File: src/rtl/free_list_ctrl_pkg.sv
// Shared types and sizing for the physical-register free list.
package free_list_ctrl_pkg;

  localparam int NUM_ARCH_REG = 32;
  localparam int NUM_PHYS_REG = 64;
  localparam int FREE_N       = NUM_PHYS_REG - NUM_ARCH_REG;
  localparam int TAG_W        = $clog2(NUM_PHYS_REG);
  localparam int IDX_W        = $clog2(FREE_N);
  localparam int CNT_W        = IDX_W + 1;

  typedef logic [TAG_W-1:0] tag_t;
  typedef logic [CNT_W-1:0] count_t;

  // Circular-buffer pointer: slot index plus a wrap bit that toggles on each lap.
  typedef struct packed {
    logic             wrap;
    logic [IDX_W-1:0] idx;
  } ptr_t;

  localparam ptr_t PTR_ZERO   = '0;
  localparam ptr_t TAIL_RESET = {1'b1, {IDX_W{1'b0}}};

  // Advance a pointer by one slot, flipping the wrap bit at the end of the buffer.
  function automatic ptr_t ptr_inc(input ptr_t p);
    ptr_t r;
    r = p;
    if (p.idx == IDX_W'(FREE_N - 1)) begin
      r.idx  = '0;
      r.wrap = ~p.wrap;
    end else begin
      r.idx = p.idx + IDX_W'(1);
    end
    return r;
  endfunction

  // Number of slots from lo up to hi, modulo 2*FREE_N.
  function automatic count_t ptr_dist(input ptr_t hi, input ptr_t lo);
    if (hi.wrap == lo.wrap) begin
      return count_t'(hi.idx) - count_t'(lo.idx);
    end
    return count_t'(FREE_N) + count_t'(hi.idx) - count_t'(lo.idx);
  endfunction

endpackage

File: src/rtl/free_list_ctrl_if.sv
// Dispatch/commit side of the free-list controller.
interface free_list_ctrl_if;
  import free_list_ctrl_pkg::*;

  logic   alloc_req;
  logic   alloc_valid;
  tag_t   alloc_tag;
  logic   commit;
  tag_t   commit_old_tag;
  logic   flush;
  count_t free_count;
  logic   error;

  modport master (
    output alloc_req, commit, commit_old_tag, flush,
    input  alloc_valid, alloc_tag, free_count, error
  );

  modport slave (
    input  alloc_req, commit, commit_old_tag, flush,
    output alloc_valid, alloc_tag, free_count, error
  );

endinterface

File: src/rtl/free_list_ctrl_fl_ptr.sv
// Wrap-bit pointer register; a load takes priority over an increment.
module fl_ptr
  import free_list_ctrl_pkg::*;
#(
  parameter ptr_t RESET_VAL = '0
) (
  input  logic clk,
  input  logic reset,
  input  logic inc_i,
  input  logic load_i,
  input  ptr_t load_val_i,
  output ptr_t ptr_o
);

  ptr_t ptr_q;
  ptr_t ptr_d;

  // Choose the next pointer value: load, increment or hold.
  always_comb begin
    ptr_d = ptr_q;
    if (load_i) begin
      ptr_d = load_val_i;
    end else if (inc_i) begin
      ptr_d = ptr_inc(ptr_q);
    end
  end

  // Pointer register with synchronous reset.
  always_ff @(posedge clk) begin
    if (reset) begin
      ptr_q <= RESET_VAL;
    end else begin
      ptr_q <= ptr_d;
    end
  end

  assign ptr_o = ptr_q;

endmodule

File: src/rtl/free_list_ctrl.sv
// Physical-register free list: hands out tags at head, takes them back at tail,
// and rewinds head to the committed point on a flush.
module free_list_ctrl
  import free_list_ctrl_pkg::*;
(
  input  logic             clk,
  input  logic             reset,
  free_list_ctrl_if.slave  fl
);

  ptr_t   head;
  ptr_t   arch_head;
  ptr_t   tail;
  ptr_t   arch_head_d;
  tag_t   mem_q [FREE_N];
  logic   error_q;
  logic   error_d;
  count_t free_count;
  logic   alloc_fire;
  logic   commit_ok;
  logic   commit_err;

  // Decode which operations are legal this cycle; outputs depend only on state.
  always_comb begin
    free_count  = ptr_dist(tail, head);
    commit_err  = fl.commit && ((arch_head == head) || (free_count == count_t'(FREE_N)));
    commit_ok   = fl.commit && !commit_err;
    alloc_fire  = fl.alloc_req && (free_count != '0) && !fl.flush;
    arch_head_d = commit_ok ? ptr_inc(arch_head) : arch_head;
    error_d     = error_q | commit_err;
  end

  fl_ptr #(.RESET_VAL(PTR_ZERO)) u_head (
    .clk        (clk),
    .reset      (reset),
    .inc_i      (alloc_fire),
    .load_i     (fl.flush),
    .load_val_i (arch_head_d),
    .ptr_o      (head)
  );

  fl_ptr #(.RESET_VAL(PTR_ZERO)) u_arch_head (
    .clk        (clk),
    .reset      (reset),
    .inc_i      (commit_ok),
    .load_i     (1'b0),
    .load_val_i (PTR_ZERO),
    .ptr_o      (arch_head)
  );

  fl_ptr #(.RESET_VAL(TAIL_RESET)) u_tail (
    .clk        (clk),
    .reset      (reset),
    .inc_i      (commit_ok),
    .load_i     (1'b0),
    .load_val_i (PTR_ZERO),
    .ptr_o      (tail)
  );

  // Tag storage: preloaded with the unmapped tags, refilled by commits at tail.
  always_ff @(posedge clk) begin
    if (reset) begin
      for (int i = 0; i < FREE_N; i++) begin
        mem_q[i] <= tag_t'(NUM_ARCH_REG + i);
      end
    end else if (commit_ok) begin
      mem_q[tail.idx] <= fl.commit_old_tag;
    end
  end

  // Sticky protocol-violation flag.
  always_ff @(posedge clk) begin
    if (reset) begin
      error_q <= 1'b0;
    end else begin
      error_q <= error_d;
    end
  end

  assign fl.alloc_valid = (free_count != '0);
  assign fl.alloc_tag   = mem_q[head.idx];
  assign fl.free_count  = free_count;
  assign fl.error       = error_q;

endmodule

File: src/flat_wrapper.sv
// flat-port wrapper written by rule: the top's interface ports become plain ports
module free_list_ctrl_flat import free_list_ctrl_pkg::*;
  (clk, reset, fl_alloc_req, fl_commit, fl_commit_old_tag, fl_flush, fl_alloc_valid, fl_alloc_tag, fl_free_count, fl_error);
  free_list_ctrl_if fl_i ();
  input  logic clk;
  input  logic reset;
  input wire logic [$bits(fl_i.alloc_req)-1:0] fl_alloc_req;
  input wire logic [$bits(fl_i.commit)-1:0] fl_commit;
  input wire logic [$bits(fl_i.commit_old_tag)-1:0] fl_commit_old_tag;
  input wire logic [$bits(fl_i.flush)-1:0] fl_flush;
  output wire logic [$bits(fl_i.alloc_valid)-1:0] fl_alloc_valid;
  output wire logic [$bits(fl_i.alloc_tag)-1:0] fl_alloc_tag;
  output wire logic [$bits(fl_i.free_count)-1:0] fl_free_count;
  output wire logic [$bits(fl_i.error)-1:0] fl_error;
  assign fl_i.alloc_req = fl_alloc_req;
  assign fl_i.commit = fl_commit;
  assign fl_i.commit_old_tag = fl_commit_old_tag;
  assign fl_i.flush = fl_flush;
  assign fl_alloc_valid = fl_i.alloc_valid;
  assign fl_alloc_tag = fl_i.alloc_tag;
  assign fl_free_count = fl_i.free_count;
  assign fl_error = fl_i.error;
  free_list_ctrl u_core (.clk(clk), .reset(reset), .fl(fl_i));
endmodule
File: config.mk
export PLATFORM = sky130hd
export DESIGN_NAME = free_list_ctrl_flat
export DESIGN_NICKNAME = d
export VERILOG_FILES = /design/src/rtl/free_list_ctrl_pkg.sv /design/src/rtl/free_list_ctrl_if.sv /design/src/rtl/free_list_ctrl_fl_ptr.sv /design/src/rtl/free_list_ctrl.sv /design/src/flat_wrapper.sv
export SDC_FILE = /design/constraint.sdc
export NUM_CORES = 1
export LEC_CHECK = 0
export CAP_MARGIN = 20
export CORE_ASPECT_RATIO = 1.2
export CORE_MARGIN = 2
export CORE_UTILIZATION = 60
export DETAILED_ROUTE_END_ITERATION = 10
export GPL_TIMING_DRIVEN = 0
export PLACE_DENSITY = 0.76
export SLEW_MARGIN = 40
export SYNTH_ARGS = -nofsm -noshare
export SYNTH_HDL_FRONTEND = slang
export SYNTH_SLANG_ARGS = --single-unit
File: constraint.sdc
create_clock -name clk -period 6.05 [get_ports clk]
set_input_delay 1.21 -clock clk [delete_from_list [all_inputs] [get_ports clk]]
set_output_delay 1.21 -clock clk [all_outputs]
set_load 0.03 [all_outputs]
Word level (Yosys, flattened, before mapping)
Memory sizes are Yosys's and may differ from the RTL's. A register that Yosys moved wholly into a read port is not among the register bits.
Cells that the tools add are included.
{"block": "word_totals", "ram_bits": 192, "romBits": 0, "latchBits": 0, "memories": 1, "input_bits": 11, "out_inout_bits": 14, "ff_bits": 19}
{"memory": "u_core.mem_q", "depth": 32, "word_bits": 6, "read_ports": 1, "rd_clocked_by_memory_dff": 1, "wr": 32, "line_no": "free_list_ctrl.sv:15", "rtl": "tag_t mem_q [FREE_N];"}
{"block": "classes", "add_sub_neg": 6, "multipliers": 0, "n_div": 0, "reduce_logical": 13, "order_cmp": 0, "n_shift": 0, "n_bitwise": 4, "n_eq_ne": 6, "muxes": 21}
{"op": "$mux W6", "count": 6}
{"op": "$mux W5", "count": 6}
{"op": "$add A5 B1 Y5 const B", "count": 3}
{"op": "$eq A5 B5 Y1 const B", "count": 3}
{"op": "$mux W1", "count": 9}
{"op": "$add A6 B5 Y6 const A", "count": 1}
{"op": "$eq A6 B6 Y1", "count": 1}
{"op": "$eq A6 B6 Y1 const B", "count": 1}
{"op": "$reduce_bool A6 Y1", "count": 1}
{"op": "$reduce_or A6 Y1", "count": 1}
{"op": "$sub A5 B5 Y6", "count": 1}
{"op": "$sub A6 B5 Y6", "count": 1}
{"op": "$logic_and A1 B1 Y1", "count": 4}
{"op": "$reduce_and A2 Y1", "count": 2}
{"op": "$reduce_bool A2 Y1", "count": 2}
{"op": "$not A1 Y1", "count": 3}
{"op": "$logic_not A1 Y1", "count": 2}
{"op": "$eq A1 B1 Y1", "count": 1}
{"op": "$logic_or A1 B1 Y1", "count": 1}
{"op": "$or A1 B1 Y1", "count": 1}

Depth between registers and ports, before layout
{"block": "depth", "ltp_word": 13, "depth_mapped": 11, "mapped_depth_nobuf": 10}

Cells and area by module
A second synthesis with hierarchy kept.
{"block": "hier_totals", "cells_unflattened": 816, "hier_area_um2": 10730.3}
{"module": "free_list_ctrl", "instances": 1, "seq_area_each_um2": 5785.5, "cells_per_inst": 698, "area_per_inst_um2": 9595.5}
{"module": "fl_ptr (u_core.u_arch_head ...)", "instances": 2, "seq_area_each_um2": 120.1, "cells_per_inst": 39, "area_per_inst_um2": 369.1}
{"module": "fl_ptr (u_core.u_tail)", "instances": 1, "seq_area_each_um2": 120.1, "cells_per_inst": 40, "area_per_inst_um2": 396.6}

Least setup slack after synthesis
OpenSTA, ideal clock, no wires.
{"block": "synth_path", "path_type": "register to output", "start": "register u_core.u_tail.ptr_q, in the netlist u_core.u_tail.ptr_o[0]", "end": "output port fl_alloc_valid", "setup_slack_ns": 2.274, "stages_incl_launch_ff": 9, "arrival_time_ns": 2.566, "path_buffers": 0, "cell_sequence": "dfxtp_1 inv_1 ha_1 fa_1 xnor2_1 nor2_1 mux2_2 o21a_2 nand2_1"}
{"block": "synth_between", "elab_chain_cells": 4, "word_cells_on_any_way": 6, "cone_classes": "add/sub (3); mux (2); reduce/logical (1)"}
{"element": "start: declaration", "line_no": "free_list_ctrl_fl_ptr.sv:15", "rtl": "ptr_t ptr_q;"}
{"element": "start signal: assignment", "line_no": "free_list_ctrl_fl_ptr.sv:33", "rtl": "ptr_q <= ptr_d;"}
{"element": "$add A6 B5 Y6 / $sub A5 B5 Y6 (equally long branches)", "line_no": "free_list_ctrl_pkg.sv:41, free_list_ctrl_pkg.sv:39"}
{"element": "$sub A6 B5 Y6 / $mux W6 (equally long branches)", "line_no": "free_list_ctrl_pkg.sv:41, free_list_ctrl_pkg.sv:38"}
{"element": "$mux W6 (*)", "line_no": "free_list_ctrl_pkg.sv:41", "rtl": "return count_t'(FREE_N) + count_t'(hi.idx) - count_t'(lo.idx);"}
{"element": "named net fl_free_count[2]", "line_no": "flat_wrapper.sv:13", "rtl": "output wire logic [$bits(fl_i.free_count)-1:0] fl_free_count;"}
{"element": "$reduce_bool A6 Y1 (*)", "line_no": "free_list_ctrl.sv:80", "rtl": "assign fl.alloc_valid = (free_count != '0);"}
{"element": "end: declaration", "line_no": "flat_wrapper.sv:11", "rtl": "output wire logic [$bits(fl_i.alloc_valid)-1:0] fl_alloc_valid;"}
The timed path passes the listed nets; every way through them passes the cells marked *. The select of a mux whose other input is x is not followed.

==> key figures <==
CTS
  – Post-cts sizing count: 0
  – Clock slew at reported path FFs: 0.07 ns
  – CTS Root Cell: clkbuf_16
  – # hold bufs at CTS: 0
  – CTS Buffer Depth: 3
  – Later-pin clock latency in the skew report: approximately 0.50 ns
  – Post-CTS Setup Inserts: 0
  – Total CTS buffers: 21
  – CTS tree: built
  – CTS sink cnt: about 220
  – CTS H-tree lvls: 1

Floorplan
  – Die Ht: 148 um
  – Core box area: 16900 um^2
  – Initial core utilization: 61.1%
  – Core Rows: 52
  – Die W: 124 um
  – Die area: 18200 um^2
  – I/O pin count: 25

Cells and area
  – Net count reported at finish: between 800 and 900
  – Proportion of layout cells with a drive suffix above 1: 17.3%
  – N_diodes: 0
  – Layout area overhead: 10.8%
  – Final cell count without fillers: 1062

Logic synthesis
  – Yosys top cell area share: 56.0%
  – Seq/Total Area, Yosys: 60.6%
  – Yosys reg bits: roughly 220
  – Top cells by area, synth: edfxtp_1 56%, mux4_2 13%, nand2_1 5.1%
  – Top FF cell, synth: edfxtp_1
  – Synthesized cell area: around 10000 um^2
  – Post-synth cell types: 63
  – Biggest area consumer among synthesized cells: edfxtp_1
  – Syn Area/Cell: 13.0 um^2
  – Post-synth EDFFs: 192
  – Net Count, Synth: 818
  – Synth Warn #: 0
  – Post-Synthesis Cells: 791
  – Fraction of registers with async set/reset: 0%

STA
  – Final setup TNS: 0 ns
  – Fin. max-slew vios: 0
  – Clock Skews: 0.00833 ns
  – Max Fclk: 193 MHz
  – Final period util: 85.6%
  – RSZ-0062 raised after global routing: no
  – Worst slew pin tran: roughly 0.93 ns
  – Final hold slack: 0.484 ns
  – Final hold vios: 0
  – Final Setup Violations: 0
  – Min Tclk post-route: 5.18 ns
  – Slew Limit Headroom: 38.2%

Setup path
  – Crit end category: output port
  – Bufs and invs on worst path: 3
  – CP max stage delay: ~0.66 ns
  – CP Class: flip-flop to output port
  – Top delay family on crit path: buffers and inverters
  – Critical Path AT: 3.97 ns
  – Startpoint types: flip-flop
  – Slowest cell on the critical path: clkbuf_1
  – CP max FO: 10
  – CP Cell Sequence: clkbuf_1 > clkbuf_1 > mux4_2 > mux4_2 > mux2_2 > clkdlybuf4s50_1
  – Critical Path RT: 4.84 ns

Power
  – Leakage: 3.45 nW
  – Pwr per Cell Area: between 300 and 400 nW/um^2
  – Max rail drop VDD: 208 uV

Placed design
  – Input/output buffers: 18
  – Routability cong.: 0.925
  – Hpwl dp: 19100 um
  – Dpl cells: 1025

Detailed routing
  – Routed Antenna Nets: 0
  – Vias per inst: 6.78
  – First-iteration detailed-routing DRC count: around 1200
  – Routed len/inst: around 27 um
  – Via count: 7202
  – Final WL: around 29000 um
  – DRC Markers: 0
  – Pre-antenna DRT Iters: 5

Job
  – Max_cap viols: 0

Worst hold path
  – Hold Path Class: flip-flop to flip-flop

Global route
  – First-pass GRT wire length: roughly 43000 um
  – Remaining global-route overflow: 0
  – Vias in the first global route: 7271
  – GRT Resource Usage Total: 32.7%
  – Initial antenna violation count: 0
  – Pin count of the biggest net entering global routing: 16

Outcome
  – Run status: finished, final reports clean
-- final timing paths --
kind	start	end	slack, ns	depth (start not counted)
worst max-delay path	flip-flop	fl_alloc_tag[2]	0.87	6
worst min-delay path	u_core.fl.error$_SDFF_PP0_	u_core.fl.error$_SDFF_PP0_	0.48	2
worst max register to register	u_core.u_head.ptr_o[2]$_SDFFE_PP0N_	u_core.mem_q[22][0]$_SDFFCE_PN0P_	2.12	11
worst min register to register	u_core.fl.error$_SDFF_PP0_	u_core.fl.error$_SDFF_PP0_	0.48	2
-- logic make-up after synthesis --
family	synth area share, %
XOR/XNOR	1.02
multiplexers	14.6
AND/OR/NAND/NOR	12.7
buffers and inverters	3.15
adder cells (fa/ha/maj)	2.02
flip-flops	60.6
AO/OA/AOI/OAI	5.89
-- synthesized netlist by cell type (4+ instances only) --
master / count
nor2_1: 116
ha_1: 15
buf_1: 11
and3_1: 6
clkbuf_1: 24
a21oi_1: 11
nand2_2: 4
mux4_2: 60
xor2_1: 5
edfxtp_1: 192
nor2_2: 4
mux2_2: 7
dfxtp_1: 24
nand2_1: 141
o2111a_1: 4
inv_1: 15
buf_2: 18
a211oi_1: 6
o21ai_0: 38
xnor2_1: 7
a31oi_1: 5
nand3_1: 11
mux2i_1: 6
-- worst reg2reg max path, stage by stage, from the launching register on --
cell and delay [ns]:
dfxtp_1 0.47, inv_1 0.15, ha_1 0.30, buf_4 0.17, a21oi_2 0.22, mux2_4 0.32
a41o_1 0.25, o21a_2 0.31, a21oi_4 0.27, buf_6 0.21, nand2_2 0.22, o21ai_1 0.69
-- placed cells by master (no fill, tap or decap), drive strengths merged, types with 5 or more instances in the layout --
cell,instances
buf,33
clkdlybuf4s50,18
mux4,60
inv,16
and3,6
xor2,5
a31oi,5
dfxtp,24
o21ai,41
edfxtp,192
nand3,11
clkbuf,48
xnor2,7
clkinv,10
mux2i,6
a21oi,13
nor2,120
a211oi,6
nand2,145
ha,15
mux2,8
-- metal layers --
metal  part of all wire, %  global-route usage [%]  up-vias
met5                     0                       0        -
met4                   6.2                    17.7        0
met3                    11                    6.21      131
met2                    49                    53.7      560
met1                    33                    41.2     3505
li1                      -                       -     3006
-- per-stage QoR --
stage / instance area (um^2) / worst slack, ns / util, % / power, mW
floorplan: 10300 / 2.27 / - / 2.27
detailed placement: 10800 / 1.48 / 63.8 / 2.54
finish: 11400 / 0.873 / 67.7 / 3.80
global route: 11400 / 0.811 / 67.7 / 3.89
global placement: 10700 / 1.49 / 63.8 / 2.52
CTS: 11400 / 0.895 / 67.7 / 3.78
-- cell type report --
cell class                 count  area (um^2)
buffer                        58          268
clock buffer                  23          533
clock inverter                14          119
fill                        1200         5440
inverter                      16         60.1
multi-input combinational    501         3740
sequential                   216         6250
tap                          216          270
timing repair buffer          18          180
-- registers in the layout (all words and copies together) (netlist names), named ones only --
| register | count |
|---|---|
| u_core.u_head.ptr_o | 6 |
| u_core.u_arch_head.ptr_o | 6 |
| u_core.fl.error | 1 |
| u_core.u_tail.ptr_o | 6 |
| u_core.mem_q | 192 |
-- report_power, final --
part	total [mW]	switching, mW	internal, mW
Combinational	0.814	0.503	0.311
Clock	1.27	0.553	0.720
Sequential	1.71	0.0348	1.68
Total	3.80	1.09	2.71
Note: power is estimated with default switching activity, not from simulation.
